==> config.mk <==
export PLATFORM = sky130hd
export DESIGN_NAME = serial_link_bridge
export DESIGN_NICKNAME = d
export VERILOG_FILES = /design/src/rtl/serial_link_pkg.sv /design/src/rtl/sync_fifo.sv /design/src/rtl/serial_link_bridge.sv
export SDC_FILE = /design/constraint.sdc
export NUM_CORES = 1
export LEC_CHECK = 0
export BUFFER_PORTS_ARGS = -buffer_cell sky130_fd_sc_hd__clkbuf_2
export CORE_UTILIZATION = 67
export DETAILED_ROUTE_END_ITERATION = 6
export PLACE_DENSITY = 0.87
export SETUP_SLACK_MARGIN = 0.3
export SYNTH_ARGS = -nofsm -noshare
export SYNTH_HDL_FRONTEND = slang
export SYNTH_HIERARCHICAL = 1
export SYNTH_SLANG_ARGS = --single-unit
==> constraint.sdc <==
create_clock -name clock -period 7.1 [get_ports clock]
set_input_delay 0.355 -clock clock [delete_from_list [all_inputs] [get_ports clock]]
set_output_delay 0.355 -clock clock [all_outputs]
set_load 0.02 [all_outputs]
==> src/rtl/serial_link_pkg.sv <==
// serial_link_pkg: shared FSM state types and 8N1 frame constants
package serial_link_pkg;
  localparam int DATA_BITS = 8;
  localparam logic START_LVL = 1'b0;
  localparam logic STOP_LVL = 1'b1;
  typedef enum logic [1:0] {TX_IDLE, TX_START, TX_DATA, TX_STOP} tx_state_t;
  typedef enum logic [1:0] {RX_IDLE, RX_START, RX_DATA, RX_STOP} rx_state_t;
endpackage

==> src/rtl/sync_fifo.sv <==
// sync_fifo: first-word-fall-through FIFO with registered occupancy count
module sync_fifo #(
  parameter int WIDTH = 8,
  parameter int DEPTH = 16
) (
  input  logic                     clk,
  input  logic                     rst,
  input  logic                     push,
  input  logic                     pop,
  input  logic [WIDTH-1:0]         din,
  output logic [WIDTH-1:0]         dout,
  output logic [$clog2(DEPTH):0]   count
);
  localparam int AW = $clog2(DEPTH);
  logic [WIDTH-1:0] mem [DEPTH];
  logic [AW-1:0] wr_ptr, rd_ptr;
  logic do_push, do_pop;
  assign do_push = push && count != (AW+1)'(DEPTH);
  assign do_pop = pop && count != '0;
  assign dout = mem[rd_ptr];
  always_ff @(posedge clk) if (do_push) mem[wr_ptr] <= din;
  always_ff @(posedge clk) begin
    if (rst) begin
      wr_ptr <= '0;
      rd_ptr <= '0;
      count <= '0;
    end else begin
      wr_ptr <= do_push ? wr_ptr + AW'(1) : wr_ptr;
      rd_ptr <= do_pop ? rd_ptr + AW'(1) : rd_ptr;
      count <= count + (AW+1)'(do_push) - (AW+1)'(do_pop);
    end
  end
endmodule

==> src/rtl/serial_link_bridge.sv <==
// serial_link_bridge: 8N1 UART bridge between processor serial MMIO and a serial line
module serial_link_bridge
  import serial_link_pkg::*;
#(
  parameter int CLKS_PER_BIT = 434,
  parameter int FIFO_DEPTH = 16
) (
  input  logic       clock,
  input  logic       reset,
  input  logic [7:0] proc_data_in,
  input  logic       proc_wren_in,
  output logic       proc_ready_out,
  output logic [7:0] proc_data_out,
  output logic       proc_valid_out,
  input  logic       proc_rden_in,
  input  logic       uart_rx_in,
  output logic       uart_tx_out,
  output logic       rx_overrun_out,
  output logic       rx_frame_err_out
);
  localparam int CW = $clog2(CLKS_PER_BIT);
  localparam int AW = $clog2(FIFO_DEPTH);
  localparam logic [CW-1:0] BIT_RELOAD = CW'(CLKS_PER_BIT - 1);
  localparam logic [CW-1:0] HALF_RELOAD = CW'(CLKS_PER_BIT / 2 - 1);
  localparam logic [AW:0] FULL = (AW+1)'(FIFO_DEPTH);
  localparam logic [2:0] LAST_BIT = 3'(DATA_BITS - 1);
  logic [AW:0] tx_count, rx_count;
  logic [DATA_BITS-1:0] tx_head, rx_head, tx_shift, rx_shift;
  logic [CW-1:0] tx_cnt, rx_cnt;
  logic [2:0] tx_bit, rx_bit;
  logic [1:0] rx_sync;
  logic rx_s, tx_push, tx_pop, rx_push, rx_pop, rx_full;
  tx_state_t tx_state;
  rx_state_t rx_state;
  assign proc_ready_out = tx_count != FULL;
  assign proc_valid_out = rx_count != '0;
  assign proc_data_out = proc_valid_out ? rx_head : 8'h00;
  assign rx_full = rx_count == FULL;
  assign rx_s = rx_sync[1];
  assign tx_push = proc_wren_in && proc_ready_out && !reset;
  assign tx_pop = tx_count != '0 && (tx_state == TX_IDLE || (tx_state == TX_STOP && tx_cnt == '0));
  assign rx_push = rx_state == RX_STOP && rx_cnt == '0 && rx_s == STOP_LVL;
  assign rx_pop = proc_rden_in && proc_valid_out && !reset;
  sync_fifo #(.WIDTH(DATA_BITS), .DEPTH(FIFO_DEPTH)) tx_fifo (
    .clk(clock), .rst(reset), .push(tx_push), .pop(tx_pop),
    .din(proc_data_in), .dout(tx_head), .count(tx_count)
  );
  sync_fifo #(.WIDTH(DATA_BITS), .DEPTH(FIFO_DEPTH)) rx_fifo (
    .clk(clock), .rst(reset), .push(rx_push), .pop(rx_pop),
    .din(rx_shift), .dout(rx_head), .count(rx_count)
  );
  always_ff @(posedge clock) begin
    if (reset) begin
      tx_state <= TX_IDLE;
      tx_cnt <= '0;
      tx_shift <= '0;
      tx_bit <= '0;
      uart_tx_out <= STOP_LVL;
    end else begin
      uart_tx_out <= tx_state == TX_START ? START_LVL : tx_state == TX_DATA ? tx_shift[0] : STOP_LVL;
      case (tx_state)
        TX_IDLE: if (tx_pop) begin
          tx_state <= TX_START;
          tx_shift <= tx_head;
          tx_cnt <= BIT_RELOAD;
        end
        TX_START: if (tx_cnt == '0) begin
          tx_state <= TX_DATA;
          tx_cnt <= BIT_RELOAD;
          tx_bit <= '0;
        end else tx_cnt <= tx_cnt - CW'(1);
        TX_DATA: if (tx_cnt == '0) begin
          tx_state <= tx_bit == LAST_BIT ? TX_STOP : TX_DATA;
          tx_cnt <= BIT_RELOAD;
          tx_shift <= {1'b0, tx_shift[DATA_BITS-1:1]};
          tx_bit <= tx_bit == LAST_BIT ? 3'd0 : tx_bit + 3'd1;
        end else tx_cnt <= tx_cnt - CW'(1);
        TX_STOP: if (tx_cnt == '0) begin
          tx_state <= tx_pop ? TX_START : TX_IDLE;
          tx_shift <= tx_head;
          tx_cnt <= BIT_RELOAD;
        end else tx_cnt <= tx_cnt - CW'(1);
      endcase
    end
  end
  always_ff @(posedge clock) begin
    if (reset) begin
      rx_sync <= 2'b11;
      rx_state <= RX_IDLE;
      rx_cnt <= '0;
      rx_shift <= '0;
      rx_bit <= '0;
      rx_overrun_out <= 1'b0;
      rx_frame_err_out <= 1'b0;
    end else begin
      rx_sync <= {rx_sync[0], uart_rx_in};
      case (rx_state)
        RX_IDLE: if (rx_s == START_LVL) begin
          rx_state <= RX_START;
          rx_cnt <= HALF_RELOAD;
        end
        RX_START: if (rx_cnt == '0) begin
          rx_state <= rx_s == START_LVL ? RX_DATA : RX_IDLE;
          rx_cnt <= BIT_RELOAD;
          rx_bit <= '0;
        end else rx_cnt <= rx_cnt - CW'(1);
        RX_DATA: if (rx_cnt == '0) begin
          rx_state <= rx_bit == LAST_BIT ? RX_STOP : RX_DATA;
          rx_cnt <= BIT_RELOAD;
          rx_shift <= {rx_s, rx_shift[DATA_BITS-1:1]};
          rx_bit <= rx_bit == LAST_BIT ? 3'd0 : rx_bit + 3'd1;
        end else rx_cnt <= rx_cnt - CW'(1);
        RX_STOP: if (rx_cnt == '0) begin
          rx_state <= RX_IDLE;
          rx_overrun_out <= rx_overrun_out | (rx_push && rx_full);
          rx_frame_err_out <= rx_frame_err_out | (rx_s != STOP_LVL);
        end else rx_cnt <= rx_cnt - CW'(1);
      endcase
    end
  end
endmodule

==> out/qor.yml, run 1 <==
cts_setup_buffers: 0
critPathCaptureType: "register"
hold_depth: 2
cts_tree: "built"
r2r-start: "tx_cnt[0]"
place.gp.congestion: 0.8540
floorplan.rows: 53
path_class: "reg -> reg"
worstMarginPinSlew_ns: 1.267
hold_end: "rx_sync[0]"
die_w_um: 148.8
start_util: 0.6843
drtPass1Iterations: 5
rrSetupSlack_ns: 3.47
synth_enable_flop_cells: 256
rr_worst_depth: 16
route.vias.total: 8279
finalHoldViolCount: 0
numCtsBuffers: 34
dp_cells: 1201
path_clk_slew_ns: 0.06
final_area_um2: 15660
stdcell_count: 1261
finalSetupViolations: 0
placed_area_um2: 14620
finClkSkew_ns: 0.01918
grt_max_degree: 80
slowest_delay_ns: 0.52
drt-total-wl_mm: 29.57
nNetsFinal: 1014
syn_area_um2: 14430
antenna_found_initial: 0
core_um2: 21090
r2r_end: "tx_fifo/count[4]"
synthCells: 940
routed_via_density: 6.565
ys_seq_area_frac: 0.6479
period_share: 0.5111
grt_pass1_wl_mm: 45.71
rsz0062_at_grt: "false"
ys.flop_type: "edfxtp_1"
drc: 0
die_h_um: 148.8
dieArea_um2: 22130
hold_start: "uart_rx_in"
crit_chain: "inv_1, ha_1, or4b_4, nor3_4, a21oi_1, nor2_1, nand2_1, or2_2, nand2_1, ha_1, inv_1, fa_1, nor2b_1, o21bai_1, a21oi_1, nor3b_1"
drive_above_1_share: 0.1400
async_flop_share: 0
ctsResizeCount: 0
dp_hpwl_mm: 17.63
num_io_pins: 26
ys_ff_latch: 339
maxCapViolCount: 0
grt_usage: 0.2781
final_cell_mix: "256 x edfxtp_1, 81 x dfxtp_1, 73 x nor2_1, 46 x nand2_1, 42 x a21oi_1"
slew_violations: 0
grt_pass1_vias: 8292
p_leak_nw: 5.327
avgSynthCellArea_um2: 15.35
overflow: 0
insertion_delay_ns: 0.51
layout_commonest_cell: "edfxtp_1"
status: "completed"
slowest_stage: "or4b_4"
power_mw: 5.323
cts_sinks: 339
drt_iter0_markers: 639
maxSlewHeadroom: 0.1488
synth_nets: 992
powerDensity_nw_per_um2: 340.0
yosys_warnings: 6
ir_drop_mv: 0.3744
area_growth_pct: 8.489
diodes: 0
cts_hold_buffers: 0
tns_ns: 0
port_buffers: 25
arrival_ns: 3.97
crit_path_max_fanout: 8
cp.required_ns: 7.45
wl_per_cell_um: 23.45
clock_path_buffers: 3
finalCriticalPeriod_ns: 3.629
cp-start-kind: "register"
fmax_mhz: 275.6
cts_max_level: 2
min-delay-path-class: "in -> reg"
antenna_left: 0
netlist-cell-type-count: 73
cts_root_buffer: "clkbuf_16"
[synth_stat cells (9+ instances only)]
master | count | area [um2]
ha_1 | 37 | 462.9
nor2b_1 | 19 | 118.9
a22oi_1 | 32 | 240.2
mux4_1 | 28 | 735.7
o21ai_0 | 14 | 70.07
nand2_1 | 46 | 172.7
clkbuf_1 | 15 | 56.30
nand3_1 | 27 | 135.1
a311oi_1 | 9 | 78.83
a21oi_1 | 42 | 210.2
mux4_2 | 36 | 810.8
dfxtp_1 | 83 | 1662
inv_1 | 33 | 123.9
edfxtp_1 | 256 | 7687
buf_6 | 14 | 157.7
xor2_1 | 17 | 148.9
nor2_1 | 73 | 274.0
nor3_1 | 19 | 95.09
mux2i_1 | 10 | 100.1
[per-layer routing]
| metal | global-route usage | wire length (um) | vias up |
|---|---|---|---|
| met2 | 0.5000 | 15580 | 343 |
| met3 | 0.04404 | 1661 | 76 |
| met1 | 0.3368 | 11290 | 4186 |
| met4 | 0.1102 | 1032 | 0 |
| li1 | - | - | 3674 |
| met5 | 0 | 0 | - |
[where the power goes]
group | switching (mW) | internal (mW)
combinational | 0.706 | 0.561
clock | 0.703 | 0.967
sequential | 0.161 | 2.23
total | 1.57 | 3.75
[area by class of cell]
type,instances,area (um2)
Clock inverter,12,88.84
Fill cell,1193,5433
Tap cell,275,344.1
Timing Repair Buffer,34,192.7
Sequential cell,339,9351
Clock buffer,48,944.7
Multi-Input combinational cell,520,4609
Inverter,33,123.9
[critical path: cells and delay by family (launching register included)]
kind                     cells  cell delay [ns]
AND/OR/NAND/NOR              8             1.87
flip-flops                   1             0.33
adder cells (fa/ha/maj)      3             0.78
AO/OA/AOI/OAI                3             0.37
buffers and inverters        2             0.13
[flip-flops by register name, indices dropped and copies added (netlist names), 4 cells and up, named ones only]
register / cells
tx_fifo/mem: 128
tx_shift: 8
tx_cnt: 9
rx_fifo/rd_ptr: 4
rx_fifo/count: 5
rx_fifo/mem: 128
rx_cnt: 9
rx_fifo/wr_ptr: 4
tx_fifo/rd_ptr: 4
rx_shift: 8
tx_fifo/wr_ptr: 4
tx_fifo/count: 5
[metrics by stage]
stage,worst slack [ns],utilization,hold WS (ns)
floorplan,3.906,-,0.3895
global placement,3.576,0.6934,0.3915
detailed placement,3.473,0.6934,0.3997
CTS,3.515,0.7424,0.009733
global route,3.170,0.7424,0.01174
finish,3.471,0.7424,0.02952
[how the worst max path moves through the flow]
| stage | slack [ns] | end | startpoint | depth (start not counted) |
|---|---|---|---|---|
| floorplan | 3.91 | tx_fifo/count[4] | tx_cnt[0] | 16 |
| global placement | 3.58 | tx_fifo/count[4] | reset | 14 |
| detailed placement | 3.47 | tx_fifo/count[4] | reset | 14 |
| CTS | 3.52 | tx_fifo/count[4] | tx_cnt[0] | 16 |
| global route | 3.17 | tx_fifo/count[4] | tx_cnt[0] | 16 |
| finish | 3.47 | tx_fifo/count[4] | tx_cnt[0] | 16 |
[cells by family after synthesis]
group | share of synthesized area
adder cells (fa/ha/maj) | 0.03486
AO/OA/AOI/OAI | 0.06911
AND/OR/NAND/NOR | 0.08740
flip-flops | 0.6479
multiplexers | 0.1141
XOR/XNOR | 0.01396
buffers and inverters | 0.03269
No activity file was read; power rests on OpenSTA's default activity.
==> run 2, diff against run 1 <==
--- a/config.mk
+++ b/config.mk
@@ -6,9 +6,9 @@
 export NUM_CORES = 1
 export LEC_CHECK = 0
 export BUFFER_PORTS_ARGS = -buffer_cell sky130_fd_sc_hd__clkbuf_2
-export CORE_UTILIZATION = 67
+export CORE_UTILIZATION = 56
 export DETAILED_ROUTE_END_ITERATION = 6
-export PLACE_DENSITY = 0.87
+export PLACE_DENSITY = 0.78
 export SETUP_SLACK_MARGIN = 0.3
 export SYNTH_ARGS = -nofsm -noshare
 export SYNTH_HDL_FRONTEND = slang
==> constraint.sdc (replaced) <==
create_clock -name clock -period 3.1 [get_ports clock]
set_input_delay 0.155 -clock clock [delete_from_list [all_inputs] [get_ports clock]]
set_output_delay 0.155 -clock clock [all_outputs]
set_load 0.02 [all_outputs]
==> out/qor.yml, run 2 (synthesized netlist as in run 1, its figures left out) <==
nNetsFinal: 1053
arrival_ns: 3.24
drt-total-wl_mm: 27.34
place.gp.congestion: 0.8628
maxSlewHeadroom: 0.4379
drt_iter0_markers: 572
p_seq_frac: 0.425
path_buf_inv: 2
fin_ws_ns: 0.2085
port_buffers: 25
antenna_found_initial: 0
path_clk_slew_ns: 0.06
path_class: "reg -> reg"
largestRegisters: "rx_fifo/mem: 128 flops, tx_fifo/mem: 128 flops"
slowest_stage: "or4b_4"
p_leak_nw: 5.554
final_cell_mix: "256 x edfxtp_1, 75 x dfxtp_1, 71 x nor2_1, 44 x buf_4, 43 x nand2_1"
num_io_pins: 26
drtPass1Iterations: 5
fmax_mhz: 345.8
cts_sinks: 339
rr_worst_depth: 16
tns_ns: 0
rsz0062_at_grt: "true"
status: "completed"
grt_usage: 0.2152
finalHoldViolCount: 0
powerDensity_nw_per_um2: 773.6
route.vias.total: 8091
pwr-share-comb: 0.267
slowest_delay_ns: 0.47
drive_above_1_share: 0.2020
clock_path_buffers: 3
dp_hpwl_mm: 17.29
finalSetupViolations: 0
dp_cells: 1279
cp_top_family: "simple AND/OR/NAND/NOR gates"
routed_via_density: 5.971
min-delay-path-class: "in -> reg"
dieArea_um2: 26410
insertion_delay_ns: 0.51
cts_max_level: 2
start_util: 0.5714
wl_per_cell_um: 20.18
antenna_left: 0
worstMarginPinSlew_ns: 0.8401
diodes: 0
grt_pass1_vias: 8127
crit_path_max_fanout: 2
hold_slack_ns: 0.1001
grt_max_degree: 79
die_w_um: 162.5
p_int_mw: 8.858
finClkSkew_ns: 0.02397
drc: 0
power_switching_mw: 3.667
period_share: 0.9327
numCtsBuffers: 35
area_growth_pct: 12.19
p_clk_frac: 0.308
stdcell_count: 1355
ir_drop_mv: 0.6127
fill_cells: 1801
crit_cells: 16
r2r-start: "tx_cnt[0]"
dp_slack_ns: 0.02440
layout_commonest_cell: "edfxtp_1"
cts_tree: "built"
grt_pass1_wl_mm: 43.46
overflow: 0
cts_root_buffer: "clkbuf_16"
final_core_util: 0.6411
slew_violations: 0
finalCriticalPeriod_ns: 2.891
crit_start: "tx_cnt[0]"
floorplan.rows: 58
power.share.switching: 0.2928
cp-start-kind: "register"
die_h_um: 162.5
worstSetupEndpoint: "tx_fifo/count[4]"
r2r_end: "tx_fifo/count[4]"
critPathCaptureType: "register"
crit_chain: "inv_2, ha_4, or4b_4, nor3_4, a21oi_2, nor2_2, nand2_2, or2_4, nand2_4, ha_4, inv_2, fa_2, nor2b_2, o21bai_1, a21oi_1, nor3b_2"
core_um2: 25250
cp.required_ns: 3.45
maxCapViolCount: 0
rrSetupSlack_ns: 0.21
-- run 2: cell count changes in the layout (fill, tap and decap cells not counted), moves of 4 or more --
cell      before  now
clkbuf_1       8    3
buf_4          9   44
dfxtp_2        2    7
dfxtp_1       81   75
ha_1          37   33
-- run 2: per-layer routing --
| metal | vias up | routed length (um) | GRT usage |
|---|---|---|---|
| li1 | 3777 | - | - |
| met4 | 0 | 520 | 0.06046 |
| met5 | - | 0 | 0 |
| met2 | 192 | 14420 | 0.3836 |
| met1 | 4087 | 11240 | 0.2745 |
| met3 | 35 | 1164 | 0.02954 |
-- run 2: power by group through the flow --
stage          registers [mW]  logic (mW)  clock network (mW)
6_report                 5.33        3.34                3.85
5_1_grt                  5.36        3.68                4.09
4_1_cts                  5.32        3.23                3.92
3_5_place_dp             5.41        3.10                   0
3_3_place_gp             5.40        3.03                   0
2_1_floorplan            5.36        2.53                   0
-- run 2: worst min-delay path by stage --
| stage | from | end | slack (ns) | cells after the start |
|---|---|---|---|---|
| floorplan | proc_data_in[0] | tx_fifo/mem[0][0] | 0.25 | 0 |
| global placement | uart_rx_in | rx_sync[0] | 0.34 | 2 |
| detailed placement | uart_rx_in | rx_sync[0] | 0.35 | 2 |
| CTS | proc_data_in[4] | tx_fifo/mem[10][4] | 0.09 | 1 |
| global route | proc_data_in[1] | tx_fifo/mem[14][1] | 0.12 | 1 |
| finish | proc_data_in[4] | tx_fifo/mem[11][4] | 0.10 | 1 |
-- run 2: metrics by stage --
step           power [mW]  cell area [um2]
4_1_cts             12.47            16070
6_report            12.52            16190
2_1_floorplan       7.887            14460
3_5_place_dp        8.506            14910
5_1_grt             13.13            16190
3_3_place_gp        8.429            14910
-- run 2: cell type report --
class | count | area [um2] | share of cell area
Inverter | 33 | 123.9 | 0.007651
Tap cell | 330 | 412.9 | 0.02550
Clock buffer | 39 | 912.1 | 0.05634
Timing Repair Buffer | 72 | 505.5 | 0.03122
Sequential cell | 339 | 9361 | 0.5783
Clock inverter | 22 | 155.1 | 0.009583
Multi-Input combinational cell | 520 | 4718 | 0.2914
-- run 2: timing repair --
action / 4_1_cts / 5_1_grt
endpoints found under the setup margin: 5 / 14
hold buffers: 1 / 0
endpoints found under the hold margin: 1 / 0
gates resized for setup: 5 / 19
pin swaps: 11 / 14
buffers inserted: 7 / 7
==> run 3, diff against run 2 <==
--- a/config.mk
+++ b/config.mk
@@ -6,9 +6,11 @@
 export NUM_CORES = 1
 export LEC_CHECK = 0
 export BUFFER_PORTS_ARGS = -buffer_cell sky130_fd_sc_hd__clkbuf_2
-export CORE_UTILIZATION = 56
+export CELL_PAD_IN_SITES_DETAIL_PLACEMENT = 1
+export CELL_PAD_IN_SITES_GLOBAL_PLACEMENT = 1
+export CORE_UTILIZATION = 46
 export DETAILED_ROUTE_END_ITERATION = 6
-export PLACE_DENSITY = 0.78
+export PLACE_DENSITY = 0.76
 export SETUP_SLACK_MARGIN = 0.3
 export SYNTH_ARGS = -nofsm -noshare
 export SYNTH_HDL_FRONTEND = slang
==> out/qor.yml, run 3 (synthesized netlist as in run 1, its figures left out) <==
area_growth_pct: 14.12
overflow: 0
grt_pass1_wl_mm: 48.95
drt_iter0_markers: 641
dp_cells: 1353
final_core_util: 0.5355
cts_sinks: 339
routed_via_density: 5.718
path_class: "reg -> reg"
critPathCaptureType: "register"
grt_max_degree: 79
route.vias.total: 8211
place.gp.congestion: 0.8035
grt_pass1_vias: 8679
fill_cells: 2980
worstMarginPinSlew_ns: 0.9512
p_leak_nw: 5.651
antenna_found_initial: 0
grt_usage: 0.2024
die_w_um: 179.1
floorplan.rows: 64
drive_above_1_share: 0.2135
slowest_stage: "or4b_4"
power_switching_mw: 3.945
powerDensity_nw_per_um2: 796.9
fmax_mhz: 339.5
path_clk_slew_ns: 0.06
finalCriticalPeriod_ns: 2.945
ir_drop_mv: 0.6122
path_buf_inv: 5
finClkSkew_ns: 0.02253
cts_max_level: 2
layout_commonest_cell: "edfxtp_1"
start_util: 0.4693
rsz0062_at_grt: "true"
drtPass1Iterations: 7
cp_top_family: "simple AND/OR/NAND/NOR gates"
period_share: 0.9501
worst_path_most_repeated_cell: "buf_4"
crit_path_max_fanout: 3
finalSetupViolations: 0
core_um2: 30750
antenna_left: 0
clock_path_buffers: 3
maxSlewHeadroom: 0.3635
cp.required_ns: 3.48
min-delay-path-class: "in -> reg"
largestRegisters: "rx_fifo/mem: 128 flops, tx_fifo/mem: 128 flops"
pwr-share-comb: 0.267
numCtsBuffers: 37
port_buffers: 25
maxCapViolCount: 0
power.share.switching: 0.3006
arrival_ns: 3.32
nNetsFinal: 1064
final_cell_mix: "256 x edfxtp_1, 74 x dfxtp_1, 71 x nor2_1, 50 x buf_4, 42 x nand2_1"
status: "complete, but fails checks"
stdcell_count: 1436
drt-total-wl_mm: 31.70
finalHoldViolCount: 0
cp-start-kind: "register"
die_h_um: 179.1
dieArea_um2: 32080
slew_violations: 0
insertion_delay_ns: 0.54
num_io_pins: 26
p_clk_frac: 0.320
cts_root_buffer: "clkbuf_16"
slowest_delay_ns: 0.48
drc: 4
dp_hpwl_mm: 20.23
crit_chain: "inv_2, ha_4, or4b_4, nor3_4, a21oi_2, nor2_2, nand2_2, buf_4, buf_4, nand2_2, nand2_2, ha_4, buf_4, buf_4, a21o_1, a21oi_2, xnor2_1, nor2_1"
wl_per_cell_um: 22.07
p_int_mw: 9.179
p_seq_frac: 0.412
cts_tree: "built"
violations: "design-rule violations"
diodes: 0
==> run 3: changes by cell type in the layout (fill, tap and decap cells not counted), moves of 2 or more <==
cell | before | now
buf_12 | 2 | 4
buf_4 | 44 | 50
clkbuf_1 | 3 | 7
clkinv_1 | 8 | 6
inv_1 | 30 | 28
inv_2 | 3 | 5
nand2_2 | 2 | 4
nor3b_1 | 1 | 3
nor3b_2 | 3 | 1
==> run 3: cell type report <==
cell class,instances,area [um2],share of cell area
multi-input combinational,520,4720,0.2866
clock buffer,45,965.9,0.05866
tap,396,495.5,0.03009
clock inverter,22,195.2,0.01185
inverter,33,123.9,0.007522
timing repair buffer,81,601.8,0.03655
sequential,339,9365,0.5687
==> run 3: worst paths after layout <==
path | startpoint | to | slack, ns | cells past startpoint
max | tx_cnt[1] | tx_fifo/count[3] | 0.15 | 18
max reg2reg | tx_cnt[1] | tx_fifo/count[3] | 0.15 | 18
min reg2reg | rx_sync[0] | rx_sync[1] | 0.41 | 1
min | proc_data_in[6] | tx_fifo/mem[2][6] | 0.07 | 1
==> run 3: through the flow <==
stage | setup WS (ns) | setup TNS (ns) | hold WS (ns) | power, mW | area, um2
after floorplan | 0.04437 | 0 | 0.2539 | 7.887 | 14460
after global routing | -0.03701 | -0.05583 | 0.08949 | 13.73 | 16470
after detailed placement | 0.05391 | 0 | 0.3491 | 8.672 | 15080
final | 0.1548 | 0 | 0.06620 | 13.12 | 16470
after global placement | 0.1233 | 0 | 0.3453 | 8.552 | 15080
after CTS | 0.2136 | 0 | 0.05249 | 13.01 | 16320
==> run 3: layer usage <==
layer	vias to the layer above	wire length [um]	global-route usage
met4	0	651	0.05392
met2	158	16590	0.3626
met1	4196	13280	0.2560
met3	51	1175	0.02778
met5	-	0	0
li1	3806	-	-
==> run 3: power groups by stage <==
stage | combinational, mW | clock (mW) | sequential, mW
4_1_cts | 3.32 | 4.29 | 5.39
6_report | 3.51 | 4.20 | 5.41
3_3_place_gp | 3.08 | 0 | 5.47
3_5_place_dp | 3.18 | 0 | 5.49
2_1_floorplan | 2.53 | 0 | 5.36
5_1_grt | 3.84 | 4.44 | 5.45
==> run 3: what timing repair did <==
| item | 4_1_cts | 5_1_grt |
|---|---|---|
| gates resized for setup | 5 | 25 |
| hold buffers | 1 | 0 |
| buffers inserted | 8 | 7 |
| cloned | 0 | 0 |
| endpoints found under the setup margin | 7 | 7 |
| endpoints found under the hold margin | 1 | 0 |
| pin swaps | 6 | 15 |
